<file path="src/rtl/data_mem_port_if.sv">
`default_nettype none
// ============================================================================
// Module  : data_mem_port_if
// Brief   : Pipeline/RAM bus bundle for data_mem_port (master = pipeline + RAM,
//           slave = data_mem_port). align_fault exists only with
//           DATA_MEM_ALIGN_CHECK_EN defined.
// Revision: 1.0
// ============================================================================
interface data_mem_port_if #(
   parameter int ADDR_W = 6
);
   logic              req_valid;
   logic [5:0]        op_code;
   logic [31:0]       target_mem_addr;
   logic [31:0]       store_data;
   logic [31:0]       mem_rdata;
   logic [ADDR_W-1:0] mem_address;
   logic [31:0]       mem_wdata;
   logic [3:0]        byte_enable;
   logic              mem_we;
   logic              mem_re;
   logic [31:0]       load_data;
   logic              load_valid;
   logic              stall;
`ifdef DATA_MEM_ALIGN_CHECK_EN
   logic              align_fault;
`endif

   modport master (
      output req_valid, op_code, target_mem_addr, store_data, mem_rdata,
      input  mem_address, mem_wdata, byte_enable, mem_we, mem_re,
             load_data, load_valid, stall
`ifdef DATA_MEM_ALIGN_CHECK_EN
      , input align_fault
`endif
   );

   modport slave (
      input  req_valid, op_code, target_mem_addr, store_data, mem_rdata,
      output mem_address, mem_wdata, byte_enable, mem_we, mem_re,
             load_data, load_valid, stall
`ifdef DATA_MEM_ALIGN_CHECK_EN
      , output align_fault
`endif
   );
endinterface
`default_nettype wire

</file>
<file path="src/rtl/data_mem_port.sv">
`default_nettype none
// ============================================================================
// Module  : data_mem_port
// Brief   : Memory-stage load/store controller for a word-addressed data RAM.
//           Define DATA_MEM_ALIGN_CHECK_EN to add the align_fault output.
// Revision: 1.0
// ============================================================================
module data_mem_port #(
   parameter int ADDR_W   = 6,
   parameter int READ_LAT = 1
) (
   input  wire logic      clk,
   input  wire logic      rst,
   data_mem_port_if.slave bus
);
   localparam logic [5:0] c_OP_LB  = 6'h20;
   localparam logic [5:0] c_OP_LH  = 6'h21;
   localparam logic [5:0] c_OP_LW  = 6'h23;
   localparam logic [5:0] c_OP_LBU = 6'h24;
   localparam logic [5:0] c_OP_LHU = 6'h25;
   localparam logic [5:0] c_OP_SB  = 6'h28;
   localparam logic [5:0] c_OP_SH  = 6'h29;
   localparam logic [5:0] c_OP_SW  = 6'h2B;
   localparam int         c_CNT_W  = 3;

   localparam logic [1:0] c_SZ_BYTE = 2'd0;
   localparam logic [1:0] c_SZ_HALF = 2'd1;
   localparam logic [1:0] c_SZ_WORD = 2'd2;

   typedef enum logic [1:0] {
      S_IDLE    = 2'd0,
      S_RD_WAIT = 2'd1,
      S_RD_DONE = 2'd2
   } state_t;

   state_t              r_state;
   logic [c_CNT_W-1:0]  r_cnt;
   logic [1:0]          r_lane;
   logic [ADDR_W-1:0]   r_addr;
   logic [31:0]         r_wdata;
   logic [31:0]         r_load_data;
   logic [3:0]          r_be;
   logic                r_we;
   logic                r_re;
   logic                r_load_valid;

   logic                w_is_load;
   logic                w_is_store;
   logic [1:0]          w_size;
   logic [1:0]          w_off;
   logic [3:0]          w_be;
   logic [31:0]         w_wdata;
   logic                w_fault;
   logic                w_accept;
   logic [ADDR_W-1:0]   w_word_addr;
   logic                w_unused_addr;

   assign w_off         = bus.target_mem_addr[1:0];
   assign w_word_addr   = bus.target_mem_addr[ADDR_W+1:2];
   // Upper address bits wrap modulo the RAM size.
   assign w_unused_addr = ^bus.target_mem_addr[31:ADDR_W+2];

   always_comb begin
      w_is_load  = 1'b0;
      w_is_store = 1'b0;
      w_size     = c_SZ_BYTE;
      case (bus.op_code)
         c_OP_LB, c_OP_LBU: begin w_is_load  = 1'b1; w_size = c_SZ_BYTE; end
         c_OP_LH, c_OP_LHU: begin w_is_load  = 1'b1; w_size = c_SZ_HALF; end
         c_OP_LW:           begin w_is_load  = 1'b1; w_size = c_SZ_WORD; end
         c_OP_SB:           begin w_is_store = 1'b1; w_size = c_SZ_BYTE; end
         c_OP_SH:           begin w_is_store = 1'b1; w_size = c_SZ_HALF; end
         c_OP_SW:           begin w_is_store = 1'b1; w_size = c_SZ_WORD; end
         default:           ;
      endcase
   end

   always_comb begin
      w_be    = 4'b1111;
      w_wdata = bus.store_data;
      case (w_size)
         c_SZ_BYTE: begin
            w_be    = 4'b0001 << w_off;
            w_wdata = {4{bus.store_data[7:0]}};
         end
         c_SZ_HALF: begin
            w_be    = w_off[1] ? 4'b1100 : 4'b0011;
            w_wdata = {2{bus.store_data[15:0]}};
         end
         default: ;
      endcase
   end

`ifdef DATA_MEM_ALIGN_CHECK_EN
   logic r_align_fault;
   assign w_fault = (w_is_load | w_is_store) &
                    (((w_size == c_SZ_HALF) & w_off[0]) |
                     ((w_size == c_SZ_WORD) & (w_off != 2'b00)));
   assign bus.align_fault = r_align_fault;
`else
   assign w_fault = 1'b0;
`endif

   assign w_accept  = (r_state == S_IDLE) & bus.req_valid & ~w_fault;
   // Stall rises combinationally in the accept cycle so upstream holds.
   assign bus.stall = (w_accept & w_is_load) | (r_state != S_IDLE);

   always_ff @(posedge clk or posedge rst) begin
      if (rst) begin
         r_state      <= S_IDLE;
         r_cnt        <= '0;
         r_lane       <= 2'b00;
         r_addr       <= '0;
         r_wdata      <= '0;
         r_load_data  <= '0;
         r_be         <= 4'b0000;
         r_we         <= 1'b0;
         r_re         <= 1'b0;
         r_load_valid <= 1'b0;
`ifdef DATA_MEM_ALIGN_CHECK_EN
         r_align_fault <= 1'b0;
`endif
      end else begin
         r_we         <= 1'b0;
         r_re         <= 1'b0;
         r_be         <= 4'b0000;
         r_load_valid <= 1'b0;
`ifdef DATA_MEM_ALIGN_CHECK_EN
         r_align_fault <= (r_state == S_IDLE) & bus.req_valid & w_fault;
`endif
         case (r_state)
            S_IDLE: begin
               if (w_accept && w_is_store) begin
                  r_we    <= 1'b1;
                  r_addr  <= w_word_addr;
                  r_wdata <= w_wdata;
                  r_be    <= w_be;
               end else if (w_accept && w_is_load) begin
                  r_re    <= 1'b1;
                  r_addr  <= w_word_addr;
                  r_lane  <= w_off;
                  r_cnt   <= c_CNT_W'(READ_LAT);
                  r_state <= S_RD_WAIT;
               end
            end
            S_RD_WAIT: begin
               if (r_cnt == c_CNT_W'(1)) begin
                  r_load_data  <= bus.mem_rdata >> {r_lane, 3'b000};
                  r_load_valid <= 1'b1;
                  r_cnt        <= '0;
                  r_state      <= S_RD_DONE;
               end else begin
                  r_cnt <= r_cnt - c_CNT_W'(1);
               end
            end
            S_RD_DONE: r_state <= S_IDLE;
            default:   r_state <= S_IDLE;
         endcase
      end
   end

   assign bus.mem_address = r_addr;
   assign bus.mem_wdata   = r_wdata;
   assign bus.byte_enable = r_be;
   assign bus.mem_we      = r_we;
   assign bus.mem_re      = r_re;
   assign bus.load_data   = r_load_data;
   assign bus.load_valid  = r_load_valid;
endmodule
`default_nettype wire
</file>
<file path="src/flat_wrapper.sv">
// flat-port wrapper written by rule: the top's interface ports become plain ports
module data_mem_port_flat 
#(
   parameter int ADDR_W   = 6,
   parameter int READ_LAT = 1
)
  (clk, rst, bus_req_valid, bus_op_code, bus_target_mem_addr, bus_store_data, bus_mem_rdata, bus_mem_address, bus_mem_wdata, bus_byte_enable, bus_mem_we, bus_mem_re, bus_load_data, bus_load_valid, bus_stall);
  data_mem_port_if #(.ADDR_W(ADDR_W)) bus_i ();
  input  wire logic clk;
  input  wire logic rst;
  input wire logic [$bits(bus_i.req_valid)-1:0] bus_req_valid;
  input wire logic [$bits(bus_i.op_code)-1:0] bus_op_code;
  input wire logic [$bits(bus_i.target_mem_addr)-1:0] bus_target_mem_addr;
  input wire logic [$bits(bus_i.store_data)-1:0] bus_store_data;
  input wire logic [$bits(bus_i.mem_rdata)-1:0] bus_mem_rdata;
  output wire logic [$bits(bus_i.mem_address)-1:0] bus_mem_address;
  output wire logic [$bits(bus_i.mem_wdata)-1:0] bus_mem_wdata;
  output wire logic [$bits(bus_i.byte_enable)-1:0] bus_byte_enable;
  output wire logic [$bits(bus_i.mem_we)-1:0] bus_mem_we;
  output wire logic [$bits(bus_i.mem_re)-1:0] bus_mem_re;
  output wire logic [$bits(bus_i.load_data)-1:0] bus_load_data;
  output wire logic [$bits(bus_i.load_valid)-1:0] bus_load_valid;
  output wire logic [$bits(bus_i.stall)-1:0] bus_stall;
  assign bus_i.req_valid = bus_req_valid;
  assign bus_i.op_code = bus_op_code;
  assign bus_i.target_mem_addr = bus_target_mem_addr;
  assign bus_i.store_data = bus_store_data;
  assign bus_i.mem_rdata = bus_mem_rdata;
  assign bus_mem_address = bus_i.mem_address;
  assign bus_mem_wdata = bus_i.mem_wdata;
  assign bus_byte_enable = bus_i.byte_enable;
  assign bus_mem_we = bus_i.mem_we;
  assign bus_mem_re = bus_i.mem_re;
  assign bus_load_data = bus_i.load_data;
  assign bus_load_valid = bus_i.load_valid;
  assign bus_stall = bus_i.stall;
  data_mem_port #(.ADDR_W(ADDR_W), .READ_LAT(READ_LAT)) u_core (.clk(clk), .rst(rst), .bus(bus_i));
endmodule
</file>
<file path="config.mk">
export PLATFORM = sky130hd
export DESIGN_NAME = data_mem_port_flat
export DESIGN_NICKNAME = d
export VERILOG_FILES = /design/src/rtl/data_mem_port_if.sv /design/src/rtl/data_mem_port.sv /design/src/flat_wrapper.sv
export SDC_FILE = /design/constraint.sdc
export NUM_CORES = 1
export LEC_CHECK = 0
export BUFFER_PORTS_ARGS = -buffer_cell sky130_fd_sc_hd__clkbuf_2
export CORE_ASPECT_RATIO = 1.25
export CORE_UTILIZATION = 47
export DETAILED_ROUTE_END_ITERATION = 10
export PLACE_DENSITY = 0.81
export RECOVER_POWER = 25
export SKIP_CTS_REPAIR_TIMING = 1
export SLEW_MARGIN = 20
export SYNTH_ARGS = -nofsm -noshare
export SYNTH_HDL_FRONTEND = slang
export SYNTH_SLANG_ARGS = --single-unit
</file>
<file path="constraint.sdc">
create_clock -name clk -period 3.9 [get_ports clk]
set_clock_uncertainty 0.2 [all_clocks]
set_input_delay 0.78 -clock clk [delete_from_list [all_inputs] [get_ports clk]]
set_output_delay 0.78 -clock clk [all_outputs]
set_load 0.02 [all_outputs]
</file>
==> summary.log <==
[worst_setup_path] Arrival @ worst endpoint 2.30 ns
[clock_network] CTS root buf clkbuf_8
[floorplanning] Die Wd 83.26 um
[global_routing] number of global-route vias before repair 3411
[drt] via count 3415
[global_routing] maximum number of pins on one net before global-route repair 46
[floorplanning] Core Region 7883 um2
[placement] number of buffers inserted by port buffering 158
[drt] Pre-antenna DRT Iters 5
[floorplanning] ports placed on the boundary 183
[floorplanning] Chip Height 103.6 um
[final_layout] layout net count 646
[global_routing] number of antenna violations at the first check in global routing 0
[global_routing] Global Route Usage Sum 24.07%
[drt] 1st-iter DRT viols 205
[drt] via density per instance 5.344
[placement] HPWL reported at the end of detailed placement 7.205 mm
[synthesis] post-synth cell types 35
[flow_run] Max Cap Viol 1
[clock_network] clock tree from TritonCTS built
[global_routing] first-pass GRT wire length 16.54 mm
[timing] sum of negative setup slack 0 ns
[worst_setup_path] Crit path max-delay family simple AND/OR/NAND/NOR gates
[floorplanning] full die area 8622 um2
[clock_network] worst skew pair latency 0.35 ns
[power_and_ir_drop] power per cell area 741.5 nW/um2
[power_and_ir_drop] static power due to leakage 2.617 nW
[synthesis] count of flip-flops with a built-in enable after synthesis 0
[clock_network] number of clock sinks seen by CTS 84
[run_status] violations in the final reports max-capacitance violations, max-slew violations
[drt] routed wirelength normalized by instance count 15.12 um
[timing] time the worst path needs with I/O delays and setup 3.280 ns
[synthesis] top_reg_cell synth dfrtp_1
[worst_setup_path] critical path launch point type input port
[final_layout] layout cell share with drive strength beyond 1 37.32%
[timing] number of endpoints with negative hold slack in the final report 0
[clock_network] clock buffer count from CTS 9
[worst_setup_path] Crit path buffers/inverters 3
[timing] post-route fraction of the period consumed by the critical path 84.11%
[worst_setup_path] CP Max Fanout 5
[timing] RSZ-0062 raised after global routing false
[timing] slew at the pin closest to its max-slew limit 1.809 ns
[run_status] status finished, violations left
[synthesis] Synthesized Nets 494
[drt] DRC 0
[timing] Final Setup Violations 0
[worst_setup_path] most used cell along the critical path clkbuf_2
[worst_setup_path] critical path endpoint category output port
[final_layout] fraction of the core area covered by cells at the end of the flow 62.97%
[drt] total wire length 9.663 mm
[timing] Max Clk Rate 304.8 MHz
[synthesis] mean instance size in the synthesized netlist 10.02 um2
[final_layout] area overhead of the layout relative to synthesis 27.97%
[synthesis] sequential element share of the synthesized area 54.19%
[power_and_ir_drop] largest vdd supply drop 0.3870 mV
[floorplanning] standard-cell row count 36
[worst_setup_path] critical path required time 2.92 ns
[final_layout] number of inserted diodes 0
[drt] remaining number of nets flagged by the antenna check after routing 0
[worst_setup_path] highest-delay cell along the critical path or4b_1
[worst_setup_path] cell-by-cell trace of the critical path clkbuf_2, or4b_1, a2111o_1, inv_2, or3_2, clkbuf_2
[clock_network] CTS HTree Levels 3
[synthesis] cell area after synthesis 3879 um2
[synthesis] Syn Inst Count 387
[clock_network] Bufs on Longest Clock Path 2
[synthesis] flip-flop and latch count after synthesis 84
[worst_setup_path] type of the worst setup path in -> out
[global_routing] total overflow reported by the global router 0
[worst_setup_path] Crit path largest cell delay 0.56 ns
[floorplanning] starting density of the core 49.21%
[placement] global placer's final weighted congestion 0.8855
[timing] pins over their slew limit 36
[synthesis] async set-reset flop share out of synthesis 100.0%
[synthesis] total number of yosys warnings 0
[clock_network] CTS clock-pin slew for the worst setup and hold paths 0.09 ns
[min_path] class of the most critical hold timing path reg -> reg
[timing] Max transition margin -20.59%
sequential cells by signal, indices dropped and copies added (netlist names):
signal                  count
u_core.bus.byte_enable      4
u_core.bus.load_data       32
u_core.bus.load_valid       1
u_core.bus.mem_address      6
u_core.bus.mem_re           1
u_core.bus.mem_wdata       32
u_core.bus.mem_we           1
u_core.r_cnt                3
u_core.r_lane               2
u_core.r_state              2
power by group:
group          switching [mW]  total (mW)  internal (mW)
logic                   0.983        1.56          0.575
registers               0.231        1.45           1.22
clock network           0.302       0.667          0.365
layer usage:
metal	wire length [um]	GRT usage [%]	up-vias
li1	-	-	1653
met1	4062	31.00	1584
met2	4587	38.64	163
met3	808	5.498	15
met4	204	10.96	0
met5	0	0	-
per-stage QoR:
step / worst slack (ns) / cells / power [mW] / hold WS (ns) / cell area [um2]
global route: 0.3701 / 639 / 3.943 / 0.2886 / 4964
CTS: 0.6177 / 639 / 3.717 / 0.1949 / 4971
floorplan: 0.7549 / 387 / 2.471 / 0.2561 / 3879
finish: 0.6196 / 639 / 3.680 / 0.2745 / 4964
detailed placement: 0.6232 / 623 / 3.042 / 0.2548 / 4750
global placement: 0.6407 / 623 / 2.985 / 0.2516 / 4750
worst paths after layout:
kind                                           from                        to  slack [ns]  cells past startpoint
max                                  bus_op_code[4]                 bus_stall        0.62                      6
min                        u_core.bus.load_data[25]  u_core.bus.load_data[25]        0.27                      2
max reg2reg                         u_core.r_cnt[1]   u_core.bus.load_data[3]        1.47                      6
min reg2reg                u_core.bus.load_data[25]  u_core.bus.load_data[25]        0.27                      2
max in group asynchronous                       rst  u_core.bus.mem_wdata[13]        0.93                      3
min in group asynchronous                       rst   u_core.bus.load_data[0]        0.41                      2
layout make-up:
cell class	instances	area, um2
fillers	670	2919
flip-flops and latches	84	2102
multi-input cells	268	1643
repair buffers	165	835.8
clock buffers	13	178.9
well taps	95	118.9
clock inverters	3	42.54
inverters	11	42.54
cells in the mapped netlist, drive strengths merged, types with 2 or more instances:
master	count	area share (%)
a211oi	8	1.5
a21oi	28	3.6
a222oi	8	2.1
buf	9	1.1
clkbuf	15	1.5
dfrtp	84	54
ha	2	0.65
inv	11	1.1
mux2	14	4.1
mux2i	32	8.3
nand2	77	7.5
nand2b	4	0.65
nand3	9	1.2
nor2	22	2.1
nor2b	10	1.6
o21ai	30	3.9
o31ai	8	1.5
tightest hold or removal path: stages, from the launching register on:
cell,delay [ns]
dfrtp_1,0.35
nand2_1,0.05
nand2_1,0.05
kinds of logic (layout without fill, tap and decap cells):
kind of cell	Yosys count	in the layout	share of synthesized area (%)
AO/OA/AOI/OAI	91	91	14.68
flip-flops	84	84	54.19
buffers and inverters	35	192	3.581
multiplexers	46	46	12.32
AND/OR/NAND/NOR	129	129	14.58
adder cells (fa/ha/maj)	2	2	0.6451
layout by cell type (no fill, tap or decap), drive strengths merged, types with 2 or more instances in the layout:
cell type / instances
nand2: 77
ha: 2
clkbuf: 173
buf: 5
a211oi: 8
clkinvlp: 2
dfrtp: 84
o21ai: 30
nand3: 9
o31ai: 8
a222oi: 8
mux2i: 32
nor2: 22
mux2: 14
inv: 10
nand2b: 4
a21oi: 28
nor2b: 10
(Power assumes the default switching activity.)
